===== src/rtl/imm_encoder.sv =====
// Immediate encoder: packs a 32-bit immediate into the I/S/B/R field positions of a
// base instruction word, flags out-of-range values, two-stage valid/ready pipeline.
package imm_encoder_pkg;
  localparam int WORDSIZE = 32;

  typedef enum logic [1:0] {
    FMT_I = 2'd0,
    FMT_S = 2'd1,
    FMT_B = 2'd2,
    FMT_R = 2'd3
  } fmt_e;
endpackage

module imm_encoder
  import imm_encoder_pkg::*;
#(
  parameter int ERRCNT_W = 16
) (
  input  logic                clk,
  input  logic                rst_n,
  input  logic                in_valid,
  output logic                in_ready,
  input  logic [1:0]          fmt,
  input  logic [WORDSIZE-1:0] imm,
  input  logic [WORDSIZE-1:0] base,
  output logic                out_valid,
  input  logic                out_ready,
  output logic [WORDSIZE-1:0] insn,
  output logic                err,
  output logic [ERRCNT_W-1:0] err_cnt
);

  logic                s1_valid;
  fmt_e                s1_fmt;
  logic [12:0]         s1_imm;
  logic [WORDSIZE-1:0] s1_base;
  logic                s1_err;

  logic                s2_adv;
  logic                s1_adv;
  logic                range_err;
  logic [WORDSIZE-1:0] asm_insn;

  // Stage 2 empties or drains; stage 1 may move whenever stage 2 makes room.
  assign s2_adv   = !out_valid || out_ready;
  assign s1_adv   = !s1_valid || s2_adv;
  assign in_ready = s1_adv;

  // NOTE: every variable written here gets a default first, so no path infers a latch.
  always_comb begin
    range_err = 1'b0;
    case (fmt_e'(fmt))
      FMT_I, FMT_S: range_err = ($signed(imm) < -2048) || ($signed(imm) > 2047);
      FMT_B:        range_err = ($signed(imm) < -4096) || ($signed(imm) > 4094) || imm[0];
      FMT_R:        range_err = |imm;
      default:      range_err = 1'b0;
    endcase
  end

  // Overwriting the field bits is the same as clearing them in base and OR-ing imm in.
  always_comb begin
    asm_insn = s1_base;
    case (s1_fmt)
      FMT_I: asm_insn[31:20] = s1_imm[11:0];
      FMT_S: begin
        asm_insn[31:25] = s1_imm[11:5];
        asm_insn[11:7]  = s1_imm[4:0];
      end
      FMT_B: begin
        asm_insn[31]    = s1_imm[12];
        asm_insn[30:25] = s1_imm[10:5];
        asm_insn[11:8]  = s1_imm[4:1];
        asm_insn[7]     = s1_imm[11];
      end
      default: asm_insn = s1_base;
    endcase
  end

  // NOTE: sequential state uses non-blocking assignments so all flops sample pre-edge values.
  always_ff @(posedge clk or negedge rst_n) begin
    if (!rst_n) begin
      s1_valid <= 1'b0;
      s1_fmt   <= FMT_I;
      s1_imm   <= '0;
      s1_base  <= '0;
      s1_err   <= 1'b0;
    end else if (s1_adv) begin
      s1_valid <= in_valid;
      if (in_valid) begin
        s1_fmt  <= fmt_e'(fmt);
        s1_imm  <= imm[12:0];
        s1_base <= base;
        s1_err  <= range_err;
      end
    end
  end

  always_ff @(posedge clk or negedge rst_n) begin
    if (!rst_n) begin
      out_valid <= 1'b0;
      insn      <= '0;
      err       <= 1'b0;
    end else if (s2_adv) begin
      out_valid <= s1_valid;
      if (s1_valid) begin
        insn <= asm_insn;
        err  <= s1_err;
      end
    end
  end

  // Counts delivered errored results; sticks at all-ones.
  always_ff @(posedge clk or negedge rst_n) begin
    if (!rst_n) begin
      err_cnt <= '0;
    end else if (out_valid && out_ready && err && !(&err_cnt)) begin
      err_cnt <= err_cnt + ERRCNT_W'(1);
    end
  end

endmodule


===== config.mk =====
export PLATFORM = sky130hd
export DESIGN_NAME = imm_encoder
export DESIGN_NICKNAME = d
export VERILOG_FILES = /design/src/rtl/imm_encoder.sv
export SDC_FILE = /design/constraint.sdc
export NUM_CORES = 1
export LEC_CHECK = 0
export ABC_AREA = 1
export BUFFER_PORTS_ARGS = -buffer_cell sky130_fd_sc_hd__clkbuf_2
export CORE_MARGIN = 1
export CORE_UTILIZATION = 52
export CTS_CLUSTER_DIAMETER = 120
export DETAILED_ROUTE_END_ITERATION = 7
export PLACE_DENSITY = 0.85
export RECOVER_POWER = 50
export SKIP_CTS_REPAIR_TIMING = 1
export SLEW_MARGIN = 20
export SYNTH_ARGS = -nofsm -noshare
export SYNTH_HDL_FRONTEND = slang
export SYNTH_SLANG_ARGS = --single-unit

===== constraint.sdc =====
create_clock -name clk -period 3.4 [get_ports clk]
set_input_delay 0.17 -clock clk [delete_from_list [all_inputs] [get_ports clk]]
set_output_delay 0.17 -clock clk [all_outputs]
set_load 0.005 [all_outputs]

==> flow_summary.toml <==
[cells_and_area]
final.fill_count = 695
nets = 762
area_growth_pct = 22.63
diodes = 0
drive_above_1_share_pct = 18.50
seq_area_um2 = 2477
multi_input_area_um2 = 1795

[route]
drcViolationCount = 0
wl_met2_um = 5327
drt-vias-per-instance = 5.269
drtAntennaViolNets = 0
routed.top_layer = "met4"
wire_per_inst_um = 13.89
met1Wirelength_um = 4676
vias = 4199
wl_met3_um = 692
firstDrtPassIters = 5
drtIter0Drc = 349
routed_wl_um = 11070

[grt]
grt_max_degree = 85
grt_usage_pct = 26.08
grt_pass1_vias = 3971
grt_pass1_wl_um = 17910
grt_antenna_before_repair = 0
grt_overflow_total = 0

[floorplanning]
start_util_pct = 54.09
dieArea_um2 = 9009
rows = 33
core_um2 = 8299
pin_count = 121
die_x_um = 94.92
die_h_um = 94.92

[clocking]
clkLatencyLatePin_ns = 0.38
clock-sinks = 99
cts_buffers = 9
clock_path_buffers = 2
cts_root_buf = "clkbuf_8"
htreeDepth = 3
clk_pin_slew_worst_paths_ns = 0.10
cts_tree = "done"

[critical_path]
r2r_cells = 5
cpPeakStageDelay_ns = 1.45
r2r-start = "out_valid"
rrSetupSlack_ns = 1.45
r2r_end = "insn[20]"
end_kind = "asynchronous set/reset pin"
cp_top_family = "buffers and inverters"
path_class = "in2async"
critPathArrivalTime_ns = 2.21
crit_fanout = 84
crit_path_start_kind = "input port"
crit_slowest_cell = "clkbuf_2"
cp_data_required_time_ns = 3.49
crit_chain = "dlygate4sd3_1 -> clkbuf_2"
path_buf_inv = 2

[place]
numPortBuffers = 120
gp_congestion = 0.8232
dp_hpwl_um = 7742

[pwr]
powerDensity_nw_per_um2 = 584.2
power_uw = 3216
vdd_drop_max_mv = 0.3556
power.leakage_uw = 0.002857

[timing]
rsz0062_at_grt = "false"
period_needed_ns = 2.123
finalSetupTns_ns = 0
post-route-period-util_pct = 62.45
fmax_ghz = 0.4710
skew_ns = 0.01063
finalHoldViolCount = 7
slew_headroom_pct = -38.26
finalMaxSlewViolations = 85
setup_viol = 0
tightest_slew_ns = 2.074
whs_ns = -0.01307

[min_path]
hold_start = "base[1]"
whs_path_depth = 3
hp-class = "in2reg"
holdPathEnd = "s1_base[1]"

[synthesis]
synth_cell_types = 28
syn_nets = 628
synth_warnings = 0
synth_seq_cells = 99
synth_seq_area_share_pct = 55.18
syn_inst = 553
syn_area_per_cell_um2 = 8.118
syn-cell-area_um2 = 4489

[run]
drv_cap = 1

[run_status]
outcome = "finished, violations left"
violations = "negative hold slack, max-capacitance violations, max-slew violations"
-- cells in the mapped netlist --
| cell | instances | area share, % |
|---|---|---|
| a21oi_1 | 21 | 2.3 |
| a31oi_1 | 5 | 0.70 |
| and2_0 | 1 | 0.14 |
| and3_1 | 1 | 0.14 |
| buf_2 | 5 | 0.56 |
| buf_4 | 1 | 0.17 |
| buf_6 | 1 | 0.25 |
| clkbuf_1 | 11 | 0.92 |
| clkinv_1 | 1 | 0.084 |
| dfrtp_1 | 99 | 55 |
| ha_1 | 5 | 1.4 |
| inv_1 | 32 | 2.7 |
| inv_2 | 1 | 0.084 |
| inv_4 | 1 | 0.14 |
| nand2_1 | 239 | 20 |
| nand2_2 | 1 | 0.14 |
| nand3_1 | 18 | 2.0 |
| nand3_2 | 2 | 0.45 |
| nand4_1 | 8 | 1.1 |
| nor2_1 | 47 | 3.9 |
| nor2_2 | 1 | 0.14 |
| nor3_1 | 4 | 0.45 |
| nor3_2 | 2 | 0.45 |
| o21ai_0 | 28 | 3.1 |
| o21ai_2 | 4 | 0.78 |
| or2_2 | 1 | 0.14 |
| xnor2_1 | 4 | 0.78 |
| xor2_1 | 9 | 1.8 |
-- state kept, by name, summed over array words and instances, names as in the netlist --
signal / flops
err: 1
out_valid: 1
s1_imm: 13
s1_base: 32
err_cnt: 16
s1_err: 1
s1_valid: 1
s1_fmt: 2
insn: 32
-- routing by layer --
layer / vias up / global-route usage, %
li1: 2009 / -
met1: 1986 / 33.23
met2: 165 / 42.99
met3: 39 / 5.072
met4: 0 / 11.87
met5: - / 0
-- metrics by stage --
step	util, %	setup WS, ns	std cells	area [um^2]
floorplan	-	1.943	553	4489
global placement	62.22	1.620	763	5164
detailed placement	62.22	1.499	763	5164
CTS	64.57	1.460	779	5359
global route	66.34	0.8928	797	5505
finish	66.34	1.277	797	5505
-- worst min-delay path: stages --
cell and delay [ns]:
clkbuf_2 0.08, nand2_1 0.04, nand2_1 0.04
-- cells by family (layout without fill, tap and decap cells) --
| logic type | after synthesis | count (layout) | synth area share, % |
|---|---|---|---|
| flip-flops | 99 | 99 | 55.18 |
| adder cells (fa/ha/maj) | 5 | 5 | 1.394 |
| AO/OA/AOI/OAI | 58 | 58 | 6.940 |
| AND/OR/NAND/NOR | 325 | 325 | 29.07 |
| XOR/XNOR | 13 | 13 | 2.536 |
| buffers and inverters | 53 | 192 | 4.877 |
-- worst max path at each step --
| stage | from | end | slack, ns | cells after the start |
|---|---|---|---|---|
| after floorplan | err_cnt[0] | err_cnt[11] | 1.94 | 9 |
| after global placement | out_valid | insn[20] | 1.62 | 5 |
| after detailed placement | out_valid | insn[20] | 1.50 | 5 |
| after CTS | out_valid | insn[20] | 1.46 | 5 |
| after global routing | rst_n | s1_base[7] | 0.89 | 2 |
| final | rst_n | s1_imm[0] | 1.28 | 2 |
-- cells in the final DEF, fill, tap and decap left out --
cell type | Yosys | final
inv_8 | 0 | 2
dlygate4sd3_1 | 0 | 18
buf_4 | 1 | 3
clkinv_4 | 0 | 1
inv_1 | 32 | 32
nor3_2 | 2 | 2
o21ai_2 | 4 | 4
a21oi_1 | 21 | 21
clkinv_1 | 1 | 1
nor3_1 | 4 | 4
nor2_1 | 47 | 47
nand3_1 | 18 | 18
inv_2 | 1 | 1
inv_6 | 0 | 1
or2_2 | 1 | 1
ha_1 | 5 | 5
xor2_1 | 9 | 9
nand3_2 | 2 | 2
nor2_2 | 1 | 1
clkinvlp_4 | 0 | 2
clkbuf_1 | 11 | 25
o21ai_0 | 28 | 28
clkinv_8 | 0 | 1
clkbuf_8 | 0 | 9
and3_1 | 1 | 1
nand2_1 | 239 | 238
nand2_2 | 1 | 2
xnor2_1 | 4 | 4
and2_0 | 1 | 1
inv_4 | 1 | 1
a31oi_1 | 5 | 5
nand4_1 | 8 | 8
dfrtp_1 | 99 | 99
clkbuf_2 | 0 | 95
-- cell type report --
| cell class | count | area share (%) |
|---|---|---|
| Clock inverter | 7 | 1.295 |
| Tap cell | 105 | 2.386 |
| Sequential cell | 99 | 45.00 |
| Inverter | 35 | 2.432 |
| Clock buffer | 9 | 2.250 |
| Multi-Input combinational cell | 401 | 32.61 |
| Timing Repair Buffer | 141 | 14.02 |
-- where the power goes --
part / switching (uW) / internal, uW
sequential: 210 / 1440
clock: 455 / 286
combinational: 485 / 336
total: 1150 / 2070
Power figures use the tool's default switching activity.
